`src/rtl/uart_word_sender.sv`:
```
// uart_word_sender
//   Splits one DATA_WIDTH-bit word into UART_BITS-bit bytes and hands them to
//   the UART transmitter least-significant byte first. One o_tx_start pulse is
//   issued per byte. The next byte is not started until the UART returns
//   i_tx_done for the current one. o_done pulses once after the last byte.
//
// Ports
//   clk         system clock
//   rst         asynchronous, active-high reset
//   i_start     request to send i_data (only honoured when idle)
//   i_data      word to send, captured when i_start is accepted
//   i_tx_done   UART pulse: current byte frame finished
//   o_tx_start  pulse to UART: start sending o_tx_data
//   o_tx_data   byte being sent, held until the matching i_tx_done
//   o_busy      high while a word is in progress
//   o_done      one-cycle pulse after the final byte completes
module uart_word_sender #(
  parameter int DATA_WIDTH = 32,
  parameter int UART_BITS  = 8
) (
  input  logic                  clk,
  input  logic                  rst,
  input  logic                  i_start,
  input  logic [DATA_WIDTH-1:0] i_data,
  input  logic                  i_tx_done,
  output logic                  o_tx_start,
  output logic [UART_BITS-1:0]  o_tx_data,
  output logic                  o_busy,
  output logic                  o_done
);

  localparam int NBYTES = DATA_WIDTH / UART_BITS;
  localparam int CW     = (NBYTES > 1) ? $clog2(NBYTES) : 1;
  localparam logic [CW-1:0] LAST_BYTE = CW'(NBYTES - 1);

  typedef enum logic [1:0] {
    IDLE = 2'd0,
    SEND = 2'd1,
    WAIT = 2'd2
  } state_t;

  state_t                state_q;
  logic [DATA_WIDTH-1:0] shift_q;
  logic [CW-1:0]         cnt_q;
  logic                  done_q;

  always_ff @(posedge clk or posedge rst) begin
    if (rst) begin
      state_q <= IDLE;
      shift_q <= '0;
      cnt_q   <= '0;
      done_q  <= 1'b0;
    end else begin
      done_q <= 1'b0;
      case (state_q)
        IDLE: begin
          if (i_start) begin
            shift_q <= i_data;
            cnt_q   <= '0;
            state_q <= SEND;
          end
        end
        SEND: state_q <= WAIT;
        WAIT: begin
          if (i_tx_done) begin
            if (cnt_q == LAST_BYTE) begin
              state_q <= IDLE;
              done_q  <= 1'b1;
            end else begin
              // Next byte moves into the low lane; the upper lane fills with zeros.
              shift_q <= shift_q >> UART_BITS;
              cnt_q   <= cnt_q + CW'(1);
              state_q <= SEND;
            end
          end
        end
        default: state_q <= IDLE;
      endcase
    end
  end

  assign o_tx_data  = shift_q[UART_BITS-1:0];
  assign o_tx_start = (state_q == SEND);
  assign o_busy     = (state_q != IDLE);
  assign o_done     = done_q;

endmodule

```
`config.mk`:
```
export PLATFORM = sky130hd
export DESIGN_NAME = uart_word_sender
export DESIGN_NICKNAME = d
export VERILOG_FILES = /design/src/rtl/uart_word_sender.sv
export SDC_FILE = /design/constraint.sdc
export NUM_CORES = 1
export LEC_CHECK = 0
export CAP_MARGIN = 20
export CELL_PAD_IN_SITES_DETAIL_PLACEMENT = 1
export CELL_PAD_IN_SITES_GLOBAL_PLACEMENT = 1
export CORE_ASPECT_RATIO = 0.8
export CORE_MARGIN = 2
export CORE_UTILIZATION = 39
export DETAILED_ROUTE_END_ITERATION = 10
export PLACE_DENSITY_LB_ADDON = 0.1
export SYNTH_ARGS = -nofsm -noshare
export SYNTH_HDL_FRONTEND = slang
export SYNTH_SLANG_ARGS = --single-unit
```
`constraint.sdc`:
```
create_clock -name clk -period 1.8 [get_ports clk]
set_clock_uncertainty 0.05 [all_clocks]
set_input_delay 0.27 -clock clk [delete_from_list [all_inputs] [get_ports clk]]
set_output_delay 0.27 -clock clk [all_outputs]
set_load 0.005 [all_outputs]
```
==> reports/results.tsv <==
metric	value	unit
status	finished clean	
initial antenna violation count	0	
Leakage	0.00110	uW
Mapped Area	0.00191	mm2
Residual DRC	0	
Max IR drop VDD	741	uV
Register Area	926	um2
Avg WL per Cell	16.2	um
CTS H-Tree Depth	2	
min-delay worst type	in -> async	
IO Pins	47	
Max Clock Freq	0.582	GHz
Synth top area share	48.5	%
top post-synthesis cells by area	dfrtp_1, mux2_4, mux2_2	
Worst-Margin Slew	0.469	ns
Commonest cells post-synth	dfrtp_1, mux2_2, mux2_4	
Layout area overhead	30.1	%
# fillers	469	
final core utilization	53.4	%
Reg2Reg Depth	4	
area of the multi-input gates	805	um2
clk sinks	37	
Synthesized Nets	179	
CP Depth	2	
CP max FO	4	
Comb pwr share	49.0	%
layout cells sized above 1	31.4	%
fin. max-slew vios	0	
Internal	2790	uW
post-synth cell types	22	
die area	0.00547	mm2
via count	1188	
clk slew on worst S/H paths	0.07	ns
Mapped Cells	142	
fin nets	225	
first-pass GRT wire length	6.59	mm
drt initial violations	52	
Crit path arrival time	1.40	ns
count leader, synth	dfrtp_1	
worst skew pair latency	0.29	ns
drt first pass iters	4	
critical path type	reg -> out	
Mean Syn Cell Area	13.4	um2
total power	4000	uW
Placer Congestion	0.700	
R2R Path Start	state_q[1]$_DFFE_PP0P_	
Inserted Clock Buffers	5	
Port Buf Inserts	46	
CP peak stage delay	0.51	ns
Cell Rows	22	
Setup Viol. Count Final	0	
crit path buf inv count	1	
largest net degree at the start of global routing	38	
Net Sw Power	1220	uW
power per standard cell area	1610	mW/mm2
Rel. slew slack	68.7	%
CP Capture Type	output pin	
Post-synth EDFFs	0	
gr usage total	16.8	%
critical path required time	1.48	ns
Max-cap violations	0	
final wirelength	4.01	mm
Async SR Flop Fraction	100	%
Antenna diodes	0	
setup TNS	0	ns
Initial Util	41.0	%
die width	82.2	um
total congestion overflow	0	
first element of the critical path	state_q[0]$_DFFE_PP0P_	
Final Hold Fails	0	
sequential power share	36.6	%
RSZ-0062 raised after global routing	no	
post-synthesis register bit count	37	
via-per-instance ratio	4.79	
Post-Place Cells	239	
antenna viol nets, final	0	
Worst setup SP type	register	
largest area contributor in the netlist	dfrtp_1	
top_reg_cell synth	dfrtp_1	
CTS root buffer	clkbuf_8	
min cycle time layout	1.72	ns
non-filler cells, final	248	
core area	0.00465	mm2
vias in the first global route	1343	
post-DP HPWL	2.86	mm
Clock Power Share	14.5	%
clk buf depth	2	
Seq/Total Area, Yosys	48.5	%
chip height	66.6	um
Synth warnings	0	
CP cell instances	nor2b_2, clkdlybuf4s50_1	
Worst path slowest cell	clkdlybuf4s50_1	
Final period util	95.5	%
delay-heaviest family, CP	buffers and inverters	
Net Sw Frac	30.4	%
CTS tree	done	
==> power groups by stage <==
stage	Combinational [uW]	Clock, uW	Sequential [uW]
4_1_cts	1950	610	1470
2_1_floorplan	1550	0	1380
5_1_grt	2140	648	1510
3_5_place_dp	1930	0	1470
6_report	1960	580	1460
3_3_place_gp	1860	0	1440
==> worst paths after layout <==
path                                                 to  slack, ns
worst max-delay path                         o_tx_start       0.08
worst min-delay path             shift_q[0]$_DFFE_PP0P_       0.36
worst max register to register   shift_q[6]$_DFFE_PP0P_       0.12
worst min register to register  shift_q[23]$_DFFE_PP0P_       0.46
max in group asynchronous       shift_q[19]$_DFFE_PP0P_       1.02
min in group clk                shift_q[23]$_DFFE_PP0P_       0.46
==> state kept, by name, indices dropped and copies added, names as in the netlist <==
name,flops
state_q,2
o_done,1
cnt_q,2
shift_q,32
==> worst register-to-register path, cell delays in order, from the launching register on <==
cell and delay, ns:
dfrtp_1 0.44, nor2b_1 0.22, buf_4 0.23, mux2_2 0.36
mux2_4 0.26
==> cells in the final DEF (no fill, tap or decap), types with 6 or more instances in the layout <==
| cell | instances |
|---|---|
| dfrtp_1 | 37 |
| mux2_1 | 9 |
| mux2_2 | 20 |
| buf_4 | 9 |
| clkdlybuf4s50_1 | 46 |
| mux2_4 | 20 |
| nand4_1 | 8 |
| inv_1 | 12 |
| o21ai_0 | 8 |
| clkbuf_8 | 6 |
==> per-stage QoR <==
stage	hold slack [ns]	instance area [um2]	setup slack [ns]
finish	0.356	2480	0.0808
floorplan	0.319	1910	0.227
detailed placement	0.442	2380	0.0369
global placement	0.443	2380	0.0917
global route	0.400	2480	0.0175
CTS	0.372	2470	0.0257
==> area by class of cell <==
cell class | instances | share of cell area [%]
well taps | 60 | 3.02
flip-flops and latches | 37 | 37.3
multi-input cells | 76 | 32.4
repair buffers | 56 | 22.1
inverters | 12 | 1.81
clock buffers | 7 | 3.47
==> logic make-up (layout without fill, tap and decap cells) <==
| group | after synthesis | count (layout) | share of synthesized area, % |
|---|---|---|---|
| multiplexers | 50 | 50 | 33.4 |
| AND/OR/NAND/NOR | 15 | 15 | 4.65 |
| flip-flops | 37 | 37 | 48.5 |
| buffers and inverters | 29 | 75 | 9.83 |
| adder cells (fa/ha/maj) | 1 | 1 | 0.655 |
| AO/OA/AOI/OAI | 10 | 10 | 3.01 |
==> layer usage <==
layer | vias to the layer above | wire length, um | GRT usage (%)
met5 | - | 0 | 0
met4 | 0 | 44 | 6.25
met3 | 5 | 227 | 4.74
met2 | 32 | 2050 | 27.6
met1 | 580 | 1690 | 20.9
li1 | 571 | - | -
==> timing repair <==
action | CTS | global route
setup endpoints to repair | 1 | 2
cloned | 0 | 0
setup buffers | 0 | 2
pin swaps | 0 | 1
resized for setup | 1 | 1
hold buffers | 0 | 0
(Power assumes the default switching activity.)
